===== config.mk =====
export PLATFORM = sky130hd
export DESIGN_NAME = conv_rd_addr_gen
export DESIGN_NICKNAME = d
export VERILOG_FILES = /design/src/rtl/conv_rd_addr_gen.sv
export SDC_FILE = /design/constraint.sdc
export NUM_CORES = 1
export LEC_CHECK = 0
export CORE_AREA = 2 2 97 117
export CTS_CLUSTER_DIAMETER = 120
export DETAILED_ROUTE_END_ITERATION = 12
export DIE_AREA = 0 0 99 119
export GPL_TIMING_DRIVEN = 1
export PLACE_DENSITY = 0.69
export SLEW_MARGIN = 20
export SYNTH_ARGS = -nofsm -noshare
export SYNTH_HDL_FRONTEND = slang
export SYNTH_SLANG_ARGS = --single-unit
export TNS_END_PERCENT = 10

===== constraint.sdc =====
create_clock -name clk -period 5.3 [get_ports clk]
set_clock_uncertainty 0.2 [all_clocks]
set_input_delay 1.06 -clock clk [delete_from_list [all_inputs] [get_ports clk]]
set_output_delay 1.06 -clock clk [all_outputs]
set_load 0.02 [all_outputs]

===== src/rtl/conv_rd_addr_gen.sv =====
`default_nettype none
// ============================================================================
//  Module   : conv_rd_addr_gen
//  Brief    : Walks every K x K x CH_GRP window of a plane and issues the
//             feature-map and weight read addresses for each window tap.
//  Revision : 1.0
// ============================================================================
module conv_rd_addr_gen #(
    parameter int IMG_W  = 28,
    parameter int IMG_H  = 28,
    parameter int K      = 5,
    parameter int CH_GRP = 1,
    parameter int ADDR_W = 16
) (
    input  logic              clk,
    input  logic              rst,
    input  logic              start,
    output logic              busy,
    output logic              rd_valid,
    input  logic              rd_ready,
    output logic [ADDR_W-1:0] fm_addr,
    output logic [ADDR_W-1:0] wt_addr,
    output logic              pad,
    output logic              last_tap,
    output logic              last_pix,
    output logic [ADDR_W-1:0] pix_idx,
    output logic              done
);

    localparam logic [1:0] S_IDLE  = 2'd0;
    localparam logic [1:0] S_ISSUE = 2'd1;
    localparam logic [1:0] S_FIN   = 2'd2;

    localparam int c_P  = K / 2;
    localparam int c_XW = (K > 1)      ? $clog2(K)      : 1;
    localparam int c_GW = (CH_GRP > 1) ? $clog2(CH_GRP) : 1;
    localparam int c_CW = (IMG_W > 1)  ? $clog2(IMG_W)  : 1;
    localparam int c_RW = (IMG_H > 1)  ? $clog2(IMG_H)  : 1;

    localparam logic [c_XW-1:0] c_K_MAX = c_XW'(K - 1);
    localparam logic [c_GW-1:0] c_G_MAX = c_GW'(CH_GRP - 1);
    localparam logic [c_CW-1:0] c_C_MAX = c_CW'(IMG_W - 1);
    localparam logic [c_RW-1:0] c_R_MAX = c_RW'(IMG_H - 1);

    localparam logic signed [ADDR_W:0] c_PAD_S = (ADDR_W+1)'(c_P);
    localparam logic signed [ADDR_W:0] c_H_S   = (ADDR_W+1)'(IMG_H);
    localparam logic signed [ADDR_W:0] c_W_S   = (ADDR_W+1)'(IMG_W);

    localparam logic [ADDR_W-1:0] c_W_A     = ADDR_W'(IMG_W);
    localparam logic [ADDR_W-1:0] c_PLANE_A = ADDR_W'(IMG_W * IMG_H);
    localparam logic [ADDR_W-1:0] c_KK_A    = ADDR_W'(K * K);
    localparam logic [ADDR_W-1:0] c_K_A     = ADDR_W'(K);

    logic [1:0]        r_state;
    logic [1:0]        w_state_nxt;

    // Counters name the beat that will be presented on the next load.
    logic [c_XW-1:0]   r_kx;
    logic [c_XW-1:0]   r_ky;
    logic [c_GW-1:0]   r_g;
    logic [c_CW-1:0]   r_c;
    logic [c_RW-1:0]   r_r;

    logic              r_busy;
    logic              r_valid;
    logic              r_done;
    logic [ADDR_W-1:0] r_fm_addr;
    logic [ADDR_W-1:0] r_wt_addr;
    logic [ADDR_W-1:0] r_pix_idx;
    logic              r_pad;
    logic              r_last_tap;
    logic              r_last_pix;

    logic signed [ADDR_W:0] w_row;
    logic signed [ADDR_W:0] w_col;
    logic              w_pad;
    logic [ADDR_W-1:0] w_fm;
    logic [ADDR_W-1:0] w_wt;
    logic [ADDR_W-1:0] w_pix;
    logic              w_last_tap;
    logic              w_last_pix;
    logic              w_fire;
    logic              w_load;

    assign w_fire = r_valid & rd_ready;

    always_ff @(posedge clk) begin
        if (rst) begin
            r_state <= S_IDLE;
        end else begin
            r_state <= w_state_nxt;
        end
    end

    always_comb begin
        w_state_nxt = r_state;
        w_load      = 1'b0;
        case (r_state)
            S_IDLE: begin
                if (start) begin
                    w_state_nxt = S_ISSUE;
                end
            end
            S_ISSUE: begin
                if (w_fire && r_last_pix) begin
                    w_state_nxt = S_FIN;
                end else if (!r_valid || w_fire) begin
                    w_load = 1'b1;
                end
            end
            S_FIN: begin
                w_state_nxt = S_IDLE;
            end
            default: begin
                w_state_nxt = S_IDLE;
            end
        endcase
    end

    // Tap position relative to the plane; negative means top/left padding.
    assign w_row = (ADDR_W+1)'(r_r) + (ADDR_W+1)'(r_ky) - c_PAD_S;
    assign w_col = (ADDR_W+1)'(r_c) + (ADDR_W+1)'(r_kx) - c_PAD_S;

    assign w_pad = w_row[ADDR_W] | w_col[ADDR_W] | (w_row >= c_H_S) | (w_col >= c_W_S);

    assign w_fm = w_pad ? '0
                : (ADDR_W'(r_g) * c_PLANE_A + w_row[ADDR_W-1:0] * c_W_A + w_col[ADDR_W-1:0]);
    assign w_wt  = ADDR_W'(r_g) * c_KK_A + ADDR_W'(r_ky) * c_K_A + ADDR_W'(r_kx);
    assign w_pix = ADDR_W'(r_r) * c_W_A + ADDR_W'(r_c);

    assign w_last_tap = (r_g == c_G_MAX) && (r_ky == c_K_MAX) && (r_kx == c_K_MAX);
    assign w_last_pix = w_last_tap && (r_r == c_R_MAX) && (r_c == c_C_MAX);

    always_ff @(posedge clk) begin
        if (rst) begin
            r_kx       <= '0;
            r_ky       <= '0;
            r_g        <= '0;
            r_c        <= '0;
            r_r        <= '0;
            r_busy     <= 1'b0;
            r_valid    <= 1'b0;
            r_done     <= 1'b0;
            r_fm_addr  <= '0;
            r_wt_addr  <= '0;
            r_pix_idx  <= '0;
            r_pad      <= 1'b0;
            r_last_tap <= 1'b0;
            r_last_pix <= 1'b0;
        end else begin
            r_busy <= (w_state_nxt != S_IDLE);
            r_done <= (w_state_nxt == S_FIN);

            if (r_state == S_IDLE && start) begin
                r_kx <= '0;
                r_ky <= '0;
                r_g  <= '0;
                r_c  <= '0;
                r_r  <= '0;
            end

            if (w_load) begin
                r_valid    <= 1'b1;
                r_fm_addr  <= w_fm;
                r_wt_addr  <= w_wt;
                r_pix_idx  <= w_pix;
                r_pad      <= w_pad;
                r_last_tap <= w_last_tap;
                r_last_pix <= w_last_pix;

                // Loop nest, innermost first: kx, ky, g, c, r.
                if (r_kx != c_K_MAX) begin
                    r_kx <= r_kx + 1'b1;
                end else begin
                    r_kx <= '0;
                    if (r_ky != c_K_MAX) begin
                        r_ky <= r_ky + 1'b1;
                    end else begin
                        r_ky <= '0;
                        if (r_g != c_G_MAX) begin
                            r_g <= r_g + 1'b1;
                        end else begin
                            r_g <= '0;
                            if (r_c != c_C_MAX) begin
                                r_c <= r_c + 1'b1;
                            end else begin
                                r_c <= '0;
                                if (r_r != c_R_MAX) begin
                                    r_r <= r_r + 1'b1;
                                end else begin
                                    r_r <= '0;
                                end
                            end
                        end
                    end
                end
            end else if (w_fire) begin
                // Final beat accepted: drop the beat flags for the FIN cycle.
                r_valid    <= 1'b0;
                r_last_tap <= 1'b0;
                r_last_pix <= 1'b0;
            end
        end
    end

    assign busy     = r_busy;
    assign rd_valid = r_valid;
    assign done     = r_done;
    assign fm_addr  = r_fm_addr;
    assign wt_addr  = r_wt_addr;
    assign pix_idx  = r_pix_idx;
    assign pad      = r_pad;
    assign last_tap = r_last_tap;
    assign last_pix = r_last_pix;

endmodule
`default_nettype wire


After elaboration in Yosys (flattened, before gate mapping) --
Cells that the tools add are included.
Word-level totals: register bits after elaboration 73, input bits 4, word-level logic and storage cells 99
Operators by class: add/subtract/negate cells 14, multiply operators 5, magnitude comparators 2, equality and inequality tests 10, multiplexer cells 36, bitwise logic cells 5, reduce and logical (&&, ||, !) cells 12
Operators by type and width (number):
- 5-bit two-way mux | 13
- 3-bit two-way mux | 7
- 11-bit by 16-bit adder with 16-bit output | 1
- 16-bit adder | 1
- 16-bit by 3-bit multiplier with 14-bit output (second input constant) | 1
- 16-bit two-way mux | 1
- 7-bit by 6-bit greater-or-equal comparator with 1-bit output (second input constant) | 2
- 6-bit by 2-bit subtractor with 7-bit output (second input constant) | 2
- 5-bit by 3-bit adder with 6-bit output | 2
- 1-bit two-way mux | 12
- 10-bit by 5-bit adder with 11-bit output | 1
- 5-bit by 1-bit adder with 5-bit output (second input constant) | 2
- 5-bit == test (second input constant) | 2
- 5-bit != test (second input constant) | 2
- 7-bit by 3-bit adder with 8-bit output | 1
- 5-bit by 3-bit multiplier with 8-bit output (second input constant) | 1
- 6-bit by 6-bit adder with 7-bit output | 1
- 1-bit by 6-bit multiplier with 7-bit output (second input constant) | 1
- 3-bit by 1-bit adder with 3-bit output (second input constant) | 2
- 3-bit == test (second input constant) | 2
- 1-bit logical AND | 6
- 1-bit by 5-bit multiplier with 6-bit output (second input constant) | 1
- 3-bit by 3-bit multiplier with 6-bit output (second input constant) | 1
- 3-bit != test (second input constant) | 2
- 12 further kinds | 17

Depth between registers and ports, before layout --
depth after elaboration 8, depth in mapped cells 23

Worst setup path before layout --
Ideal clock, no wire load.
path kind register -> register, from register r_ky[1], to register r_fm_addr[13], in the netlist fm_addr[13], library setup time 117 ps, arrival 5143 ps, required time 4983 ps, setup slack -160 ps, stages on the path, launching flop included 20, buffers on the path 0, cell sequence dfxtp_1 > inv_1 > ha_1 > inv_1 > ha_1 > inv_1 > fa_1 > xor2_1 > inv_1 > fa_1 > fa_1 > a21o_1 > a21oi_1 > xnor2_1 > fa_1 > ha_1 > a21o_1 > o41ai_1 > o21ai_0 > a22o_1
On the way: word-level cells in the longest chain between the ends 6, elaborated cells between the ends (all ways) 10
Ends and longest elaborated chain:
- start: declaration | RTL line 59 | logic [c_XW-1:0] r_ky;
- start signal: assignment | RTL line 177 | r_ky <= r_ky + 1'b1;
- 5-bit by 3-bit adder with 6-bit output * | RTL line 121 | assign w_row = (ADDR_W+1)'(r_r) + (ADDR_W+1)'(r_ky) - c_PAD_S;
- 6-bit by 2-bit subtractor with 7-bit output * | RTL line 121
- 16-bit by 3-bit multiplier with 14-bit output (tied with other cells) | RTL line 127 | : (ADDR_W'(r_g) * c_PLANE_A + w_row[ADDR_W-1:0] * c_W_A + w_col[ADDR_W-1:0]);
- 11-bit by 16-bit adder with 16-bit output or 1-bit bitwise OR (tied branches) | RTL line 127, 124
- 16-bit adder or 1-bit bitwise OR (tied branches) | RTL line 127, 124
- 16-bit two-way mux * | RTL line 126 | assign w_fm = w_pad ? '0
- end signal: assignment | RTL line 164 | r_fm_addr <= w_fm;
- end: declaration | RTL line 67 | logic [ADDR_W-1:0] r_fm_addr;
Mark *: on every way between the ends. The rest lies on a longest branch, timed or not. A chain may end at the register's enable or synchronous reset.

Worst setup path after layout --
from register r_ky[1], to register r_fm_addr[12], in the netlist fm_addr[12]
The elaborated chain is that of the path after synthesis.

==> results.md <==
* Status: finished, final reports clean
* Port-buffer cells at 43
* Vias in the first global route at 3,845
* Highest clock rate at 198 MHz
* Yosys top cell by area: dfxtp_1
* Asr flop ratio synth at 0%
* Yosys warnings at 0
* Full die area at about 0.012 mm²
* GR Util All Layers at 18.0%
* Seq/Total Area, Yosys at 24.6%
* Max-Cap Viols at 0
* First-pass iteration count of the detailed router at 4
* Largest net degree at the start of global routing at 40
* Detailed Route Iter0 Violations at roughly 80
* FF/Latch Area at 0.00118 mm²
* Final wirelength at 10,200 µm
* PnR worst setup slack at ~0.25 ns
* Post-synth top area share at 24.6%
* Worst vdd ir at around 0.17 mV
* Worst-Margin Slew at between 1 and 1.5 ns
* Sequential Power Share at between 40% and 50%
* Total grt overflow at 0
* Multi-input gate area in the final layout at approximately 0.0034 mm²
* Clk root buf: clkbuf_16
* Worst-Skew Late Latency at roughly 0.33 ns
* Combinational Power Share at a little over a tenth
* Leak at about 2.5 nW
* Dpl hpwl at approximately 8000 µm
* Primary FF master, synth: dfxtp_1
* RSZ-0062 raised after global routing: no
* Slowest-stage cell, CP: fa_2
* Site Rows at 42
* Nets at approximately 690
* Sw Pwr at 0.294 mW
* Bufs and invs on worst path at 4
* Final Max Slew Viols at 0
* CP cell instances: inv_1 -> ha_1 -> inv_1 -> ha_1 -> inv_1 -> fa_2 -> inv_2 -> fa_1 -> ha_2 -> fa_2 -> a21o_1 -> a21oi_2 -> xnor2_2 -> fa_1 -> ha_4 -> nor3_2 -> o21ai_0 -> a31o_2 -> o311ai_1 -> a22o_1
* WS Path Type: reg2reg
* Number of fill cells at 998
* First-pass GRT wire length at ~18,000 µm
* Die width at ~100 µm
* Crit path top cell by count: inv_1
* IO Count at 58
* Post-synth cell types at 64
* Share of post-route cells with drive strength above 1 at under 10%
* P per Cell Area at slightly below 200 mW/mm²
* Via count at 3,823
* EDFF count, synth at 0
* P_int at 0.836 mW
* Synthesized netlist cell count at 533
* CP Capture Type: flop
* Layout Area Growth over Synthesis at 19.1%
* Initial antenna violation count at 0
* Core box area at between 0.01 and 0.015 mm²
* Post-placement setup slack at -0.0795 ns
* Synth cell count leaders: 77 x ha_1, 59 x dfxtp_1, 51 x inv_1
* Vias per inst at approximately 5.3
* Util after Layout at 53.0%
* Slowest Stage Delay on Critical Path at 0.54 ns
* Gpl congestion at 0.888
* Cell with the most instances after synthesis: ha_1
* Setup Buffers After CTS at 0
* Final Setup Violations at 0
* Antenna Nets Post-Route at 0
* Sink Count at between 50 and 60
* Switching Fraction at approximately a quarter
* Clock transition at path regs at 0.06 ns
* Crit-path max FO at 3
* Crit path arrival time at approximately 5 ns
* CTS buffer count at 9
* H-tree depth at 3
* Fin crit period at about 5.0 ns
* #FFs+latches synth at 59
* Synth Cell Area at around 0.0048 mm²
* Max Root-Sink Buffers at 2
* Slew margin rel. at 33.0%
* CTS Hold Buffers Added at 0
* Family with the most delay on the worst path: adder cells
* Clock network power share at slightly below 50%
* Syn_area_per_cell at 8.99 µm²
* Worst setup SP type: flop
* Drt drc at 0
* CP Data Required Time at between 5 and 6 ns
* TritonCTS clock tree: yes
* Final Hold Vio Count at 0
* N_diodes at 0
* Starting Density at ~44%
* DR WL/cell at between 10 and 15 µm
* Hold crit path type: reg2reg
* Top cells by area, synth: dfxtp_1 25%, ha_1 20%, fa_1 8.4%
* Die height at between 100 and 150 µm
* Fin crit share at roughly 95%
[final cells by class]
cell class,instances,share of cell area [%]
inverters,51,3.35
multi-input cells,407,58.9
clock inverters,4,0.460
repair buffers,56,9.25
flip-flops and latches,59,20.7
clock buffers,11,4.43
well taps,132,2.89
[final timing paths]
path | start | to | slack (ns) | cells after the start
min | pix_idx[6] | pix_idx[6] | 0.25 | 2
min reg2reg | pix_idx[6] | pix_idx[6] | 0.25 | 2
max reg2reg | r_ky[1] | fm_addr[12] | 0.25 | 20
max | r_ky[1] | fm_addr[12] | 0.25 | 20
[power by group through the flow]
stage / clock network (mW) / registers [mW] / logic (mW)
final: 0.550 / 0.456 / 0.124
after CTS: 0.561 / 0.457 / 0.123
after floorplan: 0 / 0.470 / 0.0902
after global placement: 0 / 0.466 / 0.117
after detailed placement: 0 / 0.466 / 0.119
after global routing: 0.579 / 0.457 / 0.137
[kinds of logic (layout without fill, tap and decap cells)]
| group | Yosys count | count (layout) | share of synthesized area, % |
|---|---|---|---|
| adder cells (fa/ha/maj) | 97 | 97 | 28.5 |
| buffers and inverters | 80 | 122 | 7.73 |
| AO/OA/AOI/OAI | 128 | 128 | 18.2 |
| AND/OR/NAND/NOR | 132 | 132 | 14.0 |
| multiplexers | 4 | 4 | 0.835 |
| XOR/XNOR | 32 | 32 | 6.00 |
| other | 1 | 14 | 0.0782 |
| flip-flops | 59 | 59 | 24.6 |
[state kept, by name (all words and copies together), names as in the netlist, 2 cells and up]
| register | flops |
|---|---|
| fm_addr | 16 |
| pix_idx | 11 |
| wt_addr | 7 |
| r_c | 5 |
| r_r | 5 |
| r_kx | 3 |
| r_ky | 3 |
| r_state | 2 |
[metrics by stage]
step,cell area [µm²],TNS (ns),total power [mW],hold WS (ns),cells
after CTS,5670,0,1.14,0.252,720
after floorplan,4860,0,0.560,0.224,546
after global routing,5710,0,1.17,0.273,720
after detailed placement,5380,-0.101,0.585,0.246,705
final,5710,0,1.13,0.252,720
after global placement,5380,0,0.582,0.235,705
[timing repair]
action                                  in CTS  in global routing
pin swaps                                    0                  4
gates cloned                                 0                  0
gates resized for setup                      4                  8
endpoints found under the setup margin       3                  5
[tightest hold or removal path, cell delays in order (launching register included)]
cell,delay [ns]
dfxtp_1,0.31
nand2_1,0.05
a21oi_1,0.05
[layout by cell type (no fill, tap or decap), drive strengths merged, types with 17 or more instances in the layout]
| master | netlist | routed |
|---|---|---|
| nand2 | 43 | 43 |
| ha | 77 | 77 |
| xnor2 | 24 | 24 |
| o21ai | 21 | 21 |
| nand3 | 17 | 17 |
| inv | 51 | 51 |
| a21oi | 51 | 51 |
| clkdlybuf4s50 | 0 | 43 |
| fa | 20 | 20 |
| nor2 | 26 | 26 |
| dfxtp | 59 | 59 |
[per-layer routing]
metal  up-vias  GRT usage, %  part of all wire (%)
met5         -             0                     0
met4         0          7.62                   2.5
met3        17          3.81                   3.9
met2        83          31.7                    51
met1      1799          21.0                    43
li1       1924             -                     -
Note: power is estimated with default switching activity, not from simulation.
==> variant 1, RTL diff (config.mk and constraints unchanged) <==
`IMG_H`: 28 -> 14.
--- a/src/rtl/conv_rd_addr_gen.sv
+++ b/src/rtl/conv_rd_addr_gen.sv
@@ -8,5 +8,5 @@
 module conv_rd_addr_gen #(
     parameter int IMG_W  = 28,
-    parameter int IMG_H  = 28,
+    parameter int IMG_H  = 14,
     parameter int K      = 5,
     parameter int CH_GRP = 1,
Check against the original RTL: no difference found for any inputs over 10 cycles, from zero or initial values and one cycle with rst high; that may be too few to reach the edited logic, so the function may still have changed.
==> variant 1 against the original RTL <==
- total power increased by 3.3%
- cell count down 2.9%
- count of clock-buffer cells in the layout fell by 1
- worst setup slack got worse by 76 ps
- sequential share of layout area increased by 0.48 points
- synthesized cell count is 4.7% lower
- utilization down 3.0 points
- routed wire length increased by 1.7%
- sequential cell count fell by 2
- synthesized area fell by 7.0%
- cell area decreased by 5.6%
- critical path type unchanged
==> variant 1: results (changes against the original RTL) <==
[cts]
path_clk_slew_ps = 60  ; about the same
root_buffer = clkbuf_16
insertion_delay_ps = 340
numCtsBuffers = 9  ; unchanged
cts.path.max_buffers = 2  ; unchanged
postCtsSetupBuffers = 0  ; unchanged
htree_levels = 3  ; unchanged

[sta]
tns_ps = 0  ; unchanged
relSlewSlack = 0.534  ; +0.205
min_period_over_period = 0.967  ; +0.0143

[route]
firstDrtPassIters = 5  ; +1
wire_per_inst_um = 14.8  ; +4.7%
dr.first_iter.drc_count = 140  ; +71%
wirelength_mm = 10.3  ; +1.7%
viasPerCell = 5.30  ; -0.23%

[grt]
grt_max_degree = 28  ; -30%
grtUsageTotal = 0.181  ; +0.000455
grt_pass1_wl_mm = 17.5  ; -0.31%
antenna_found_initial = 0  ; unchanged
grt_pass1_vias = 3919  ; +1.9%

[place]
placed_cell_area_um2 = 5030  ; -6.4%
port_buffers = 42  ; -2.3%
placed_cells = 683  ; -3.1%
dpl.hpwl_mm = 7.93  ; -0.44%
gp_congestion = 0.877  ; -1.3%
place_ws_ps = -30.1  ; +49.4 ps

[critical_path]
r2r_slack_ps = 180  ; -80 ps
cpPeakStageDelay_ps = 530
worstPathArrival_ps = 5200  ; +80 ps
r2r_cells = 22  ; +10%
cp_top_family = adder cells
worstSetupEndpoint = fm_addr[15]
worstSetupStartpoint = r_ky[1]
slowest_stage = fa_2
cp_max_fo = 5  ; +2

[yosys]
synth_commonest_cells = 71 x ha_1, 57 x dfxtp_1, 49 x inv_1, 47 x nand2_1, 45 x a21oi_1
synth.distinct_cells = 58  ; -9.4%
netlist_top_cells_area = dfxtp_1 26%, ha_1 20%, fa_1 8.1%
synth_warnings = 0  ; unchanged
synthCells = 508  ; -4.7%
seq_area_frac_synth = 0.256  ; +0.00948
synthArstFlopShare = 0  ; unchanged

[cells_and_area]
n_fill_cell = 1010  ; +1.2%
drive_gt1_frac = 0.0811  ; -0.0158
diodes = 0  ; unchanged
largest_reg_flops = 16  ; unchanged
nets = 655  ; -4.4%

[power]
power_leakage_nw = 2.35  ; -4.5%
max-vdd-ir-drop_v = 0.000173  ; +4.7%
switchingPower_mw = 0.307  ; +4.2%

[hold_path]
min_path_type = reg -> reg
min_from = pix_idx[6]

[run_status]
outcome = finished, final reports clean

## variant 1: cell types whose count changed in the layout (fill, tap and decap cells not counted), sizes merged, moves of 6 or more
cell	change
xnor2	-8
a22o	-16
a21oi	-6
a32o	+8
nor3	-7
ha	-6
nor2	-9
## variant 1: power by group through the flow
stage / logic, mW / registers [mW] / clock network, mW
CTS: 0.125 / 0.440 / 0.609
floorplan: 0.0907 / 0.454 / 0
global placement: 0.120 / 0.449 / 0
finish: 0.130 / 0.440 / 0.597
global route: 0.142 / 0.441 / 0.627
detailed placement: 0.123 / 0.449 / 0
## variant 1: worst reg2reg max path: stages, from the launching register on
cell and delay [ps]:
dfxtp_1 330, inv_1 70, ha_1 270, inv_1 40
ha_1 220, fa_2 540, inv_1 80, fa_1 480
inv_1 70, ha_1 160, inv_1 60, fa_1 410
inv_1 90, a21o_1 130, a21oi_1 80, xnor2_1 190
fa_1 480, ha_4 200, nor4_1 350, a21oi_1 110
and3_1 210, o21ai_2 140, a32o_1 170
## variant 1: final cells by class
type	count	area, um2	share of cell area
sequential	57	1140	0.212
clock inverter	6	66.3	0.0123
inverter	49	184	0.0341
multi-input combinational	390	3080	0.571
tap	132	165	0.0306
timing repair buffer	55	518	0.0961
clock buffer	10	239	0.0443
## variant 1: cells by family after synthesis
group,share of synthesized area
buffers and inverters,0.0783
and+or+nand+nor,0.155
muxes,0.00449
adders and majority gates,0.280
DFF,0.256
xor gates and xnor gates,0.0452
other,0.000841
AOI/OAI and AO/OA,0.180
## variant 1: worst min path at each step
stage	endpoint	slack, ps	cells past startpoint
detailed placement	fm_addr[10]	240	2
floorplan	r_state[0]	240	1
finish	pix_idx[6]	250	2
global route	wt_addr[3]	280	2
CTS	pix_idx[6]	260	2
global placement	fm_addr[9]	240	2
## variant 1: layer usage
metal | share of wire | GRT usage
met3 | 0.042 | 0.0434
met4 | 0.018 | 0.0693
met5 | 0 | 0
met2 | 0.50 | 0.318
met1 | 0.44 | 0.210
## variant 1: what timing repair did
| item | in CTS | in global routing |
|---|---|---|
| gates resized for setup | 1 | 10 |
| setup endpoints to repair | 1 | 6 |
| hold buffers | 0 | 0 |
| pin swaps | 0 | 4 |
## variant 1: through the flow
stage / total power, mW / hold slack (ps)
2_1_floorplan: 0.545 / 244
3_3_place_gp: 0.569 / 236
3_5_place_dp: 0.573 / 244
4_1_cts: 1.17 / 257
5_1_grt: 1.21 / 279
6_report: 1.17 / 254
==> variant 2, RTL diff (same flow settings) <==
Made on the original files. Reset style: asynchronous (`rst`), changed in 2 clocked blocks.
--- a/src/rtl/conv_rd_addr_gen.sv
+++ b/src/rtl/conv_rd_addr_gen.sv
@@ -85,5 +85,5 @@
     assign w_fire = r_valid & rd_ready;
 
-    always_ff @(posedge clk) begin
+    always_ff @(posedge clk or posedge rst) begin
         if (rst) begin
             r_state <= S_IDLE;
@@ -132,5 +132,5 @@
     assign w_last_pix = w_last_tap && (r_r == c_R_MAX) && (r_c == c_C_MAX);
 
-    always_ff @(posedge clk) begin
+    always_ff @(posedge clk or posedge rst) begin
         if (rst) begin
             r_kx       <= '0;
Formal check against the unedited RTL: differs if rst is asserted again (counterexample within 4 cycles, from zero or initial values and one cycle with rst high); with rst held inactive, the same outputs for 10 cycles.
==> variant 2 against the original RTL <==
- synthesized cell count fell by 3.2%
- cell area is 2.9% higher
- global-route usage up 0.43 points
- sequential share of layout area grew 4.4 points
- worst setup slack worse by 4.3 ps
- routed wire length down 1.8%
- sequential cell count unchanged
- first-iteration DRC count is 48% higher
- synthesized area grew 2.1%
- highest routed layer unchanged
Power is not shown: default switching activity piles up to over one toggle a cycle in this logic, so the estimate is an artifact.
==> variant 2: results (changes against the original RTL) <==
[route]
num_vias = 3758  ; -1.7%
viasPerCell = 5.32  ; +0.11%
drt-met1-wl_mm = 4.25  ; -2.5%
dr.first_iter.drc_count = 121  ; +48%
wirelength_mm = 9.98  ; -1.8%
wl_met3_um = 307  ; -22%
topRoutingLayerUsed = met4
dr_wl_met2_mm = 5.16  ; -0.12%

[grt]
grt_pass1_wl_mm = 17.8  ; +1.9%
grt_max_degree = 53  ; +33%
antenna_found_initial = 0  ; unchanged
grtUsageTotal = 0.185  ; +0.00430
grt_pass1_vias = 3945  ; +2.6%

[yosys]
ys.flop_type = dfrtp_1
synth_commonest_cells = 77 x ha_1, 59 x dfrtp_1, 56 x nand2_1, 54 x inv_1, 36 x o21ai_0
synthCells = 516  ; -3.2%
synth_xor_area_frac = 0.0534  ; -0.00661
muxShareOfSynthArea = 0.00204  ; -0.00631
synth_compound_area_frac = 0.177  ; -0.00531
seq_area_frac_synth = 0.302  ; +0.0552
yosys.area_share.adder = 0.279  ; -0.00589
netlist_top_cells_area = dfrtp_1 30%, ha_1 20%, fa_1 8.2%
synth.distinct_cells = 52  ; -19%
synthArstFlopShare = 1.00  ; +1.00

[place]
gp_congestion = 0.840  ; -5.4%
dpl.hpwl_mm = 7.81  ; -1.9%
placed_cells = 692  ; -1.8%
port_buffers = 43  ; unchanged

[cells_and_area]
nets = 672  ; -1.9%
drive_gt1_frac = 0.111  ; +0.0144
n_fill_cell = 968  ; -3.0%

[cts]
numCtsBuffers = 9  ; unchanged
path_clk_slew_ps = 50
root_buffer = clkbuf_16
htree_levels = 3  ; unchanged

[critical_path]
slowest_stage = or3_2
r2r_cells = 23  ; +15%
cpPeakStageDelay_ps = 500  ; -40 ps
cp_top_family = adder cells
worstPathArrival_ps = 5070  ; -50 ps

[sta]
relSlewSlack = 0.478  ; +0.148

[run_status]
outcome = finished, final reports clean

[variant 2: worst register-to-register path, stage by stage, from the launching register on]
cell and delay (ps):
dfrtp_1 360, inv_2 60, ha_1 290, inv_1 70, ha_2 190, inv_1 50, fa_2 360, nand2b_1 170
o2bb2ai_2 170, xnor2_2 190, inv_1 60, ha_1 190, or3_2 500, ha_4 300, a21oi_2 50, xnor2_1 170
fa_1 450, ha_2 340, inv_1 70, nor2_2 140, o31ai_1 100, a21oi_1 190, xor2_1 100, a22o_1 200
[variant 2: layer usage]
layer,track usage,up-vias
li1,-,1861
met4,0.0719,0
met3,0.0370,21
met1,0.224,1808
met2,0.320,68
met5,0,-
[variant 2: worst paths after layout]
path / slack, ps / startpoint / endpoint
min: 260 / wt_addr[6] / wt_addr[6]
max in group asynchronous: 3200 / rst / pix_idx[10]
min in group asynchronous: 830 / rst / fm_addr[7]
max: 250 / r_ky[1] / fm_addr[11]
max reg2reg: 250 / r_ky[1] / fm_addr[11]
min reg2reg: 260 / wt_addr[6] / wt_addr[6]
[variant 2: cell families after synthesis]
logic type               Yosys count
buffers and inverters             80
adder cells (fa/ha/maj)           97
AND/OR/NAND/NOR                  124
multiplexers                       1
AO/OA/AOI/OAI                    125
flip-flops                        59
other                              1
XOR/XNOR                          29
[variant 2: stage by stage]
step	setup slack, ps	area, um2	hold slack (ps)	utilization
floorplan	153	4940	240	-
CTS	14.0	5780	268	0.536
global placement	42.9	5490	254	0.509
detailed placement	-30.3	5490	256	0.509
global route	-23.0	5870	291	0.545
finish	247	5870	264	0.545
[variant 2: timing repair]
action,CTS,global route
gates cloned,0,0
resized for setup,4,22
endpoints found under the setup margin,3,6
pin swaps,3,9
[variant 2: final cells by class]
class,count,area share
Sequential cell,59,0.251
Clock inverter,3,0.00256
Tap cell,132,0.0281
Clock buffer,12,0.0420
Multi-Input combinational cell,390,0.550
Timing Repair Buffer,57,0.0912
Inverter,54,0.0345
